File: src/rtl/hc161_counter_pkg.sv
// Shared constants, operating-mode encoding and terminal-value helper for the
// hc161_counter presettable binary counter.
package hc161_counter_pkg;

  localparam int DEFAULT_WIDTH = 4;

  typedef enum logic [1:0] {
    MODE_HOLD  = 2'd0,
    MODE_COUNT = 2'd1,
    MODE_LOAD  = 2'd2,
    MODE_RESET = 2'd3
  } mode_e;

  // All-ones value for a counter of the given width (widths up to 64 bits).
  function automatic logic [63:0] term_value(input int width);
    term_value = (64'd1 << width) - 64'd1;
  endfunction

endpackage

File: src/rtl/hc161_counter.sv
// Synchronous presettable binary counter, function-compatible with the 74HC161:
// synchronous reset, parallel load, dual count enables and ripple-carry TC.
module hc161_counter
  import hc161_counter_pkg::*;
#(
  parameter int WIDTH = DEFAULT_WIDTH
) (
  input  logic             CP,
  input  logic             CR,
  input  logic             CEP,
  input  logic             CET,
  input  logic             PE,
  input  logic [WIDTH-1:0] D,
  output logic [WIDTH-1:0] Q,
  output logic             TC
);

  localparam logic [WIDTH-1:0] TERM_VALUE = WIDTH'(term_value(WIDTH));

  mode_e            mode;
  logic [WIDTH-1:0] q_next;

  // Priority decode: reset over load over count; later controls are never
  // examined once an earlier one selects, so an X there cannot leak into Q.
  always_comb begin
    mode = MODE_HOLD;
    if (CR) begin
      mode = MODE_RESET;
    end else if (!PE) begin
      mode = MODE_LOAD;
    end else if (CEP && CET) begin
      mode = MODE_COUNT;
    end else begin
      mode = MODE_HOLD;
    end
  end

  // Next counter value for the selected mode.
  always_comb begin
    q_next = Q;
    case (mode)
      MODE_RESET: q_next = '0;
      MODE_LOAD:  q_next = D;
      MODE_COUNT: q_next = Q + WIDTH'(1'b1);
      MODE_HOLD:  q_next = Q;
      default:    q_next = Q;
    endcase
  end

  // Counter state register.
  always_ff @(posedge CP) begin
    Q <= q_next;
  end

  // Ripple carry stays combinational on live CET so cascaded stages see it
  // within the same cycle.
  always_comb begin
    TC = CET && (Q == TERM_VALUE);
  end

endmodule

File: config.mk
export PLATFORM = sky130hd
export DESIGN_NAME = hc161_counter
export DESIGN_NICKNAME = d
export VERILOG_FILES = /design/src/rtl/hc161_counter_pkg.sv /design/src/rtl/hc161_counter.sv
export SDC_FILE = /design/constraint.sdc
export NUM_CORES = 1
export LEC_CHECK = 0
export CAP_MARGIN = 15
export CORE_AREA = 2 2 39 41
export DETAILED_ROUTE_END_ITERATION = 7
export DIE_AREA = 0 0 41 43
export PLACE_DENSITY = 0.49
export SETUP_SLACK_MARGIN = 0.5
export SLEW_MARGIN = 0
export SYNTH_ARGS = -nofsm -noshare
export SYNTH_HDL_FRONTEND = slang
export SYNTH_SLANG_ARGS = --single-unit
File: constraint.sdc
create_clock -name CP -period 1.5 [get_ports CP]
set_input_delay 0.375 -clock CP [delete_from_list [all_inputs] [get_ports CP]]
set_output_delay 0.375 -clock CP [all_outputs]
set_load 0.02 [all_outputs]
# == Word-level counts from Yosys, hierarchy flattened ==
# Cells that the tools add are included.
# op_classes
n_addsub,1
n_eq_ne,4
n_mux,4
n_reduce_logical,3
# ops
operator,n
$pmux W4 S3,1
$add A4 B1 Y4 const B,1
$eq A2 B2 Y1 const B,2
$eq A4 B4 Y1 const B,1
$mux W2,2
$eq A2 B1 Y1 const B,1
$logic_and A1 B1 Y1,2
$logic_not A2 Y1,1
$mux W1,1
# totals
reg_bits,4
in_bits,9
out_inout_bits,5
elab_cells,13

# == Logic depth before layout (Yosys ltp) ==
# depth
ltp_word,6
mapped_depth,3

# == Least setup slack after synthesis ==
# No wires, ideal clock.
# synth_path
kind,register -> output
start,register Q[0]
end,output port TC
arrival_time_ns,1.028
path_slack_ns,0.097
path_stages_with_launch,3
cell_sequence,edfxtp_1 -> ha_1 -> and4_1
# synth_via
elab_chain_len,2
# synth_lines
item,line_no,source
from (decl),hc161_counter.sv:14,"output logic [WIDTH-1:0] Q,"
from (signal assigned),hc161_counter.sv:52,Q <= q_next;
$eq A4 B4 Y1,hc161_counter.sv:58,TC = CET && (Q == TERM_VALUE);
$logic_and A1 B1 Y1,hc161_counter.sv:58,
to (decl),hc161_counter.sv:15,output logic TC
# No other way between the ends.

# == Final worst setup path ==
# layout_path
start,register Q[1]
end,output port TC
# Same word-level chain as after synthesis.

==> flow_summary.toml <==
[die]
die-area_um2 = 1760
dieWidth_um = 41
die_y_um = 43
rows = 14
ioPinCount = 14
coreArea_um2 = 1380
floorplan.initialDensity_pct = 18.3

[sta]
final.period_utilization_pct = 99.4
fmax_ghz = 0.671
setup_violations = 0
drv_slew = 0
tightest_slew_ns = 0.298
hold_viol_final = 0
setup_tns_ns = 0
period_needed_ns = 1.49
clock-skew-final_ns = 0.00293
rsz0062_at_grt = "yes"
slew_headroom_pct = 80.0
finalWorstSetupSlack_ns = 0.00957

[grt]
grt_antenna_before_repair = 0
grt_start_max_net_pins = 5
grt_pass1_vias = 280
grt_util_all_layers_pct = 9.89
grt-ovfl-total = 0
grt_pass1_wl_mm = 1.09

[critical_path]
end_kind = "primary output"
worstPathRequired_ns = 1.12
r2r_slack_ns = 0.21
critPathArrivalTime_ns = 1.12
critPathMaxFanout = 2
crit_type = "reg -> out"
worst_setup_path_start_kind = "flip-flop"

[layout]
multi_input_area_um2 = 181
final_cell_area_um2 = 599
area_growth_pct = 137
final_layout_size_suffix_gt1_share_pct = 62.7
regArea_um2 = 120
top_register = "Q"
reg.largest.list = "Q (4)"
largest_reg_flops = 4
diodes = 0
nNetsFinal = 63
fillers = 131
post-route-util_pct = 43.3

[flow_run]
cap_violations = 0

[clock_tree]
cts_buffers = 3
cts_max_path_buffers = 2
cts_tree = "built"
htree_levels = 1
cts_sinks = 4
root_buffer = "clkbuf_4"
clk_pin_slew_ns = 0.04
cts_hold_buf = 0
clk_latency_ns = 0.23

[power_and_ir_drop]
pwr_density_cell_nw_per_um2 = 712
p_sw_mw = 0.110
comb_power_share_pct = 35.8
seq_power_share_pct = 33.6
pwr-share-clk_pct = 30.7
swShare_pct = 25.7
fin_total_pwr_mw = 0.427
p_leak_nw = 0.255
p_int_mw = 0.317
ir_drop_uv = 243

[yosys]
synth_top_area_share_pct = 47.5
syn-cell-area_um2 = 253
yosys.cell_types.count = 13
synth_cells = 23
yosys.area.top_type = "edfxtp_1"
synth_fp_nets = 33
yosys-top-cells-area = "edfxtp_1 48%, nand2_1 8.9%, nand3_4 6.9%"
avgSynthCellArea_um2 = 11.0
yosysSeqAreaShare_pct = 47.5
yosys_warnings = 0
ys_ff_latch = 4

[drt]
wl_per_cell_um = 11.1
ant_nets = 0
drt_iter0_drc = 2
wirelength_um = 743
drt_pass1_iterations = 2
drc = 0
vias = 269
via_per_inst = 4.01

[run_status]
status = "completed"

[placed_design]
portBuffers = 13
dpl_cell_area_um2 = 463
gp_routability_congestion = 0.670
place_ws_ns = -0.551
post-dp-hpwl_um = 566

[worst_hold_path]
hold_path_class = "in -> reg"
[logic make-up after synthesis]
| kind of cell | count (synthesis) | synth area share [%] |
|---|---|---|
| compound gates | 4 | 10.9 |
| xor+xnor | 2 | 6.93 |
| fa+ha+maj | 1 | 4.95 |
| buf+inv | 1 | 1.48 |
| flops | 4 | 47.5 |
| simple gates | 11 | 28.2 |
[power by group through the flow]
stage | combinational [mW] | sequential (mW) | clock, mW
finish | 0.153 | 0.143 | 0.131
floorplan | 0.0285 | 0.158 | 0
CTS | 0.123 | 0.143 | 0.135
global placement | 0.106 | 0.143 | 0
global route | 0.161 | 0.145 | 0.139
detailed placement | 0.108 | 0.144 | 0
[cell type report]
type,count,share of cell area (%)
clock buffer,3,3.76
inverter,1,0.626
multi-input combinational,18,30.3
sequential,4,20.0
tap,16,3.34
timing repair buffer,25,42.0
[through the flow]
step / std cells / hold slack (ns)
floorplan: 23 / 0.563
global placement: 58 / 0.731
detailed placement: 58 / 0.751
CTS: 64 / 0.677
global route: 67 / 0.706
finish: 67 / 0.686
[layer usage]
metal / up-vias / wire length, um / GRT usage (%)
li1: 138 / - / -
met1: 117 / 286 / 9.15
met2: 14 / 375 / 15.3
met3: 0 / 80 / 3.14
met4: 0 / 0 / 10.0
met5: - / 0 / 0
[final timing paths]
kind,from,to,depth (start not counted)
setup / recovery,Q[1],TC,3
hold / removal,CR,Q[2],3
setup reg to reg,Q[1],Q[2],5
hold reg to reg,Q[0],Q[1],3
[synthesized netlist by cell type, drive strengths merged]
cell / count
xnor2: 1
nor2: 1
and4: 1
nor2b: 1
nand3: 2
nand2: 6
xor2: 1
o21ai: 4
ha: 1
inv: 1
edfxtp: 4
[critical path: stages (launching register included)]
cell and delay [ns]:
edfxtp_1 0.43, ha_4 0.19, and4_4 0.14, buf_6 0.12
[layout by cell type (no fill, tap or decap), drive strengths merged]
cell type / netlist / final
xor2: 1 / 1
nor2b: 1 / 1
inv: 1 / 1
nand3: 2 / 2
and4: 1 / 1
edfxtp: 4 / 4
o21ai: 4 / 4
dlygate4sd2: 0 / 4
clkbuf: 0 / 3
ha: 1 / 1
buf: 0 / 17
nor2: 1 / 1
xnor2: 1 / 1
nand2: 6 / 6
clkdlybuf4s50: 0 / 4
[what timing repair did]
item                                    in CTS  in global routing
resized for setup                           37                 12
pin swaps                                    4                  5
buffers inserted                             3                  3
endpoints found under the setup margin      13                 13
Note: power is estimated with default switching activity, not from simulation.
